**src/rtl/soe_pkg.sv**
```systemverilog
`default_nettype none
// ============================================================================
// Module      : soe_pkg
// Description : Shared types, legal parameter ranges and the saturating
//               increment helper for the sum-of-errors monitor.
// Revision    : 1.0 - initial release
// ============================================================================
package soe_pkg;

  typedef enum logic [1:0] {
    IDLE = 2'd0,
    FILL = 2'd1,
    RUN  = 2'd2,
    DONE = 2'd3
  } soe_state_t;

  localparam int c_num_ch_min = 1;
  localparam int c_num_ch_max = 64;
  localparam int c_delay_min  = 0;
  localparam int c_delay_max  = 15;
  localparam int c_cnt_w_max  = 64;
  localparam int c_fill_w     = 4;

  // Increment val, holding at the all-ones value of a width-bit counter.
  function automatic logic [63:0] sat_inc(input logic [63:0] val, input int width);
    logic [63:0] lim;
    lim = (width >= 64) ? '1 : ((64'd1 << width) - 64'd1);
    return (val >= lim) ? val : val + 64'd1;
  endfunction

endpackage
`default_nettype wire

```
**src/rtl/soe_delay_line.sv**
```systemverilog
`default_nettype none
// ============================================================================
// Module      : soe_delay_line
// Description : WIDTH-wide, DEPTH-deep shift register; wire when DEPTH=0.
// Revision    : 1.0 - initial release
// ============================================================================
module soe_delay_line
  import soe_pkg::*;
#(
  parameter int WIDTH = 2,
  parameter int DEPTH = 0
) (
  input  logic             clk,
  input  logic             rst,
  input  logic [WIDTH-1:0] d,
  output logic [WIDTH-1:0] q
);

  generate
    if (DEPTH == 0) begin : g_pass
      logic unused_clk_rst;
      assign unused_clk_rst = clk ^ rst;
      assign q              = d;
    end else begin : g_pipe
      logic [WIDTH-1:0] r_stage [DEPTH];

      always_ff @(posedge clk) begin
        if (rst) begin
          for (int i = 0; i < DEPTH; i++) r_stage[i] <= '0;
        end else begin
          r_stage[0] <= d;
          for (int i = 1; i < DEPTH; i++) r_stage[i] <= r_stage[i-1];
        end
      end

      assign q = r_stage[DEPTH-1];
    end
  endgenerate

endmodule
`default_nettype wire

```
**src/rtl/soe_monitor.sv**
```systemverilog
`default_nettype none
// ============================================================================
// Module      : soe_monitor
// Description : Delayed golden-compare of NUM_CH outputs with saturating
//               per-channel/total error counts and first-error capture.
// Revision    : 1.0 - initial release
// ============================================================================
module soe_monitor
  import soe_pkg::*;
#(
  parameter int NUM_CH = 2,
  parameter int DELAY  = 0,
  parameter int CNT_W  = 32,
  parameter int CYC_W  = 32
) (
  input  logic                    clk,
  input  logic                    rst,
  input  logic                    start,
  input  logic                    abort,
  input  logic [CYC_W-1:0]        max_cycles,
  input  logic [NUM_CH-1:0]       ch_mask,
  input  logic [NUM_CH-1:0]       dut_out,
  input  logic [NUM_CH-1:0]       golden,
  output logic                    busy,
  output logic                    done,
  output logic [CYC_W-1:0]        sample_idx,
  output logic [NUM_CH*CNT_W-1:0] soe_cnt,
  output logic [CNT_W-1:0]        soe_total,
  output logic                    first_err_valid,
  output logic [CYC_W-1:0]        first_err_idx
);

  generate
    if (NUM_CH < c_num_ch_min || NUM_CH > c_num_ch_max) begin : g_bad_num_ch
      $error("soe_monitor: NUM_CH outside legal range");
    end
    if (DELAY < c_delay_min || DELAY > c_delay_max) begin : g_bad_delay
      $error("soe_monitor: DELAY outside legal range");
    end
    if (CNT_W < 1 || CNT_W > c_cnt_w_max) begin : g_bad_cnt_w
      $error("soe_monitor: CNT_W outside legal range");
    end
  endgenerate

  soe_state_t          r_state;
  soe_state_t          w_next;
  logic                w_load;
  logic                w_cmp;
  logic                w_last;
  logic [c_fill_w-1:0] r_fill;
  logic [CYC_W-1:0]    r_max;
  logic [NUM_CH-1:0]   r_mask;
  logic [NUM_CH-1:0]   w_delayed;
  logic [NUM_CH-1:0]   w_mismatch;
  logic [CYC_W-1:0]    r_idx;
  logic [CNT_W-1:0]    r_total;
  logic                r_fev;
  logic [CYC_W-1:0]    r_fei;

  soe_delay_line #(
    .WIDTH (NUM_CH),
    .DEPTH (DELAY)
  ) u_delay (
    .clk (clk),
    .rst (rst),
    .d   (dut_out),
    .q   (w_delayed)
  );

  assign w_mismatch = (w_delayed ^ golden) & r_mask;
  assign w_last     = (r_idx == r_max - CYC_W'(1));

  always_ff @(posedge clk) begin
    if (rst) r_state <= IDLE;
    else     r_state <= w_next;
  end

  always_comb begin
    w_next = r_state;
    w_load = 1'b0;
    w_cmp  = 1'b0;
    busy   = 1'b0;
    done   = 1'b0;
    case (r_state)
      IDLE, DONE: begin
        done = (r_state == DONE);
        // start takes priority over a coincident abort here
        if (start) begin
          w_load = 1'b1;
          if (DELAY > 0)              w_next = FILL;
          else if (max_cycles == '0) w_next = DONE;
          else                        w_next = RUN;
        end
      end
      FILL: begin
        busy = 1'b1;
        if (abort)                                    w_next = DONE;
        else if (r_fill == c_fill_w'(DELAY - 1))      w_next = (r_max == '0) ? DONE : RUN;
      end
      RUN: begin
        busy  = 1'b1;
        w_cmp = 1'b1;
        if (abort || w_last) w_next = DONE;
      end
      default: w_next = IDLE;
    endcase
  end

  always_ff @(posedge clk) begin
    if (rst || w_load)       r_fill <= '0;
    else if (r_state == FILL) r_fill <= r_fill + c_fill_w'(1);
  end

  always_ff @(posedge clk) begin
    if (rst) begin
      r_max   <= '0;
      r_mask  <= '0;
      r_idx   <= '0;
      r_total <= '0;
      r_fev   <= 1'b0;
      r_fei   <= '0;
    end else if (w_load) begin
      r_max   <= max_cycles;
      r_mask  <= ch_mask;
      r_idx   <= '0;
      r_total <= '0;
      r_fev   <= 1'b0;
      r_fei   <= '0;
    end else if (w_cmp) begin
      // index freezes on the final compare so it never passes max_cycles-1
      if (!(abort || w_last)) r_idx <= r_idx + CYC_W'(1);
      if (|w_mismatch) begin
        r_total <= CNT_W'(sat_inc(64'(r_total), CNT_W));
        if (!r_fev) begin
          r_fev <= 1'b1;
          r_fei <= r_idx;
        end
      end
    end
  end

  generate
    for (genvar i = 0; i < NUM_CH; i++) begin : g_ch
      logic [CNT_W-1:0] r_cnt;

      always_ff @(posedge clk) begin
        if (rst || w_load)              r_cnt <= '0;
        else if (w_cmp && w_mismatch[i]) r_cnt <= CNT_W'(sat_inc(64'(r_cnt), CNT_W));
      end

      assign soe_cnt[i*CNT_W +: CNT_W] = r_cnt;
    end
  endgenerate

  assign sample_idx      = r_idx;
  assign soe_total       = r_total;
  assign first_err_valid = r_fev;
  assign first_err_idx   = r_fei;

endmodule
`default_nettype wire

```
**config.mk**
```make
export PLATFORM = sky130hd
export DESIGN_NAME = soe_monitor
export DESIGN_NICKNAME = d
export VERILOG_FILES = /design/src/rtl/soe_pkg.sv /design/src/rtl/soe_delay_line.sv /design/src/rtl/soe_monitor.sv
export SDC_FILE = /design/constraint.sdc
export NUM_CORES = 1
export LEC_CHECK = 0
export CORE_ASPECT_RATIO = 0.6
export CORE_MARGIN = 3
export CORE_UTILIZATION = 46
export DETAILED_ROUTE_END_ITERATION = 8
export PLACE_DENSITY = 0.73
export SLEW_MARGIN = 20
export SYNTH_ARGS = -nofsm -noshare
export SYNTH_HDL_FRONTEND = slang
export SYNTH_SLANG_ARGS = --single-unit
```
**constraint.sdc**
```tcl
create_clock -name clk -period 4.4 [get_ports clk]
set_input_delay 0.88 -clock clk [delete_from_list [all_inputs] [get_ports clk]]
set_output_delay 0.88 -clock clk [all_outputs]
set_load 0.02 [all_outputs]
```
==> run summary <==
HP Class = reg -> reg
Synth Instances = 1,204
Max VDD drop = 0.000239 V
port bufs = 204
die footprint = 22,800 um^2
Clk pwr share = 34.0%
Initial Utilization = 47.6%
Final Non-Filler Cells = 1,674
Final Setup Violations = 0
GRT Residual Overflow = 0
count of state elements after synthesis = 201
Final Cycle Share = 84.3%
combinational power share = 23.2%
Worst-Margin Slew = 865 ps
DR vias/cell = 5.55
Worst-path clk slew = 60 ps
CTS max path bufs = 3
largest area contributor in the netlist = dfxtp_1
final wirelength = 28.6 mm
Cell Area, Synth = 9670 um^2
Root Buffer = clkbuf_16
Post-Syn Nets = 1,255
number of post-CTS setup repair buffers = 0
TritonCTS clock tree = done
minimum clock period = 3710 ps
CTS sink count = 201
net switching power = 1.47 mW
Post-synth EDFFs = 0
number of global-route vias before repair = 8,503
# diodes = 0
dpl cells = 1,642
max cap viols = 0
Core Region = 20,300 um^2
CP startpoint = r_max[0]$_SDFFE_PP0P_
CP Data Arrival Time = 4130 ps
setup TNS = 0 ps
Ys Warns = 0
sequential power share = 42.8%
R2R Path Start = r_max[0]$_SDFFE_PP0P_
global-route wire length before repair = 46.0 mm
all-layer global routing usage = 24.5%
synth-to-layout area growth = 29.7%
initial antenna violation count = 0
ys async rst share = 0%
pin count of the biggest net entering global routing = 74
Die Span X = 193 um
# resized after CTS = 0
hold_sp = first_err_idx[17]$_SDFFE_PP0P_
Final #Nets = 1,443
Final ANT Viol Nets = 0
Data required, critical path = 4820 ps
Hold Vio Cnt, Final = 0
leakage power = 4.19 nW
pre-CTS WS = 725 ps
relative slew slack = 41.8%
routed length per instance = 17.1 um
Post-CTS Hold Fix Bufs = 0
DRT Pass-1 Iters = 5
CTS Buf Count = 21
Critical Path Source Type = flip-flop
Fin Clk Skew = 13.4 ps
status = completed
PwrDens = 372 nW/um^2
top-area cell type share of the netlist area = 41.6%
via count = 9,299
max frequency = 270 MHz
Max Transition Viols Final = 0
DRC Markers = 0
Fillers = 1,833
Sw Ratio = 31.5%
number of I/O pins = 205
share of cells above drive strength 1 = 4.21%
crit path kind = reg -> reg
Seq/Total Area, Yosys = 41.6%
Post-DP HPWL = 21.1 mm
worst-path fanout max = 14
clk_lat worst skew = 490 ps
count of different cell masters after synthesis = 61
Detailed Route Iter0 Violations = 815
Avg Cell Area, Syn = 8.03 um^2
most frequent cells in the layout = clkdlybuf4s50_1 (204), nand2_1 (202), dfxtp_1 (201)
# rows = 40
Worst setup EP type = flip-flop
GP Congestion = 0.916
Final WS setup = 691 ps
most common cell after layout, fill and taps aside = clkdlybuf4s50_1
die height = 118 um
largest cells by area after synthesis = dfxtp_1 (42%), nand2_1 (7.9%), xnor2_1 (6.4%), xor2_1 (5.8%), a21oi_1 (5.3%)
H-tree level count = 1
Cell Int Power = 3.20 mW
Top FF cell, synth = dfxtp_1
RSZ-0062 raised after global routing = false
power groups by stage:
stage | combinational [mW] | sequential, mW | clock [mW]
detailed placement | 1.05 | 2.03 | 0
global route | 1.18 | 2.01 | 1.70
CTS | 1.06 | 1.99 | 1.62
floorplan | 0.761 | 1.99 | 0
global placement | 1.03 | 2.03 | 0
finish | 1.08 | 2.00 | 1.59
synth_stat cells, types with 8 or more instances:
master	n
or3_1	31
nand4_1	29
nand2_1	203
xor2_1	64
and3_1	30
and4_1	8
clkbuf_1	44
dfxtp_1	201
nor3_1	23
inv_1	25
nor2_1	133
mux2i_1	9
o21ai_0	21
or4_1	12
nand3_1	52
xnor2_1	71
a21oi_1	102
ha_1	9
nand2b_1	9
nor4_1	29
worst max-delay path, cell delays in order, from the launching register on:
cell       delay, ps
dfxtp_1          360
inv_1             70
ha_1             180
or4b_4           500
nor4_1           350
buf_4            210
nand3_1           70
a2111oi_0        400
nor4bb_1         360
and4_1           390
buf_4            250
nor2_1           130
nor2_1           160
o221a_2          190
path summary, 6_finish.rpt:
| path | to | slack [ps] | depth (start not counted) |
|---|---|---|---|
| worst max-delay path | r_state[0]$_SDFFE_PP0P_ | 690 | 13 |
| worst min-delay path | first_err_idx[17]$_SDFFE_PP0P_ | 450 | 2 |
| worst max register to register | r_state[0]$_SDFFE_PP0P_ | 690 | 13 |
| worst min register to register | first_err_idx[17]$_SDFFE_PP0P_ | 450 | 2 |
metal layers:
metal	part of all wire (%)	global-route usage, %	vias up	routed length (um)
li1	-	-	4520	-
met1	50	39.0	4398	14300
met2	39	32.8	349	11000
met3	9.5	5.84	32	2720
met4	1.9	5.55	0	548
met5	0	0	-	0
registers in the layout (all words and copies together), names as in the netlist:
signal and count:
g_ch.r_cnt 64, first_err_idx 32, r_max 32, sample_idx 32, soe_total 32, r_fill 4
r_mask 2, r_state 2, first_err_valid 1
cell type report:
| class | instances | area [um^2] | share of cell area (%) |
|---|---|---|---|
| Tap cell | 273 | 342 | 2.72 |
| Timing Repair Buffer | 219 | 2170 | 17.3 |
| Clock buffer | 31 | 583 | 4.65 |
| Clock inverter | 1 | 5.00 | 0.0399 |
| Inverter | 25 | 93.8 | 0.748 |
| Multi-Input combinational cell | 924 | 5320 | 42.5 |
| Sequential cell | 201 | 4020 | 32.1 |
cell families (layout without fill, tap and decap cells):
logic type / count (synthesis) / after routing / share of synthesized area, %
buffers and inverters: 79 / 276 / 3.42
adders and majority gates: 9 / 9 / 1.16
DFF: 201 / 201 / 41.6
muxes: 10 / 10 / 1.05
and+or+nand+nor: 604 / 604 / 30.6
xor gates and xnor gates: 135 / 135 / 12.2
AOI/OAI and AO/OA: 166 / 166 / 9.97
metrics by stage:
| stage | utilization (%) | instance area, um^2 | hold WS [ps] | power (mW) |
|---|---|---|---|---|
| 6_report | 61.7 | 12500 | 455 | 4.67 |
| 5_1_grt | 61.7 | 12500 | 482 | 4.88 |
| 4_1_cts | 61.7 | 12500 | 456 | 4.68 |
| 3_5_place_dp | 58.8 | 12000 | 447 | 3.09 |
| 3_3_place_gp | 58.8 | 12000 | 443 | 3.06 |
| 2_1_floorplan | - | 9670 | 437 | 2.75 |
Power figures use the tool's default switching activity.
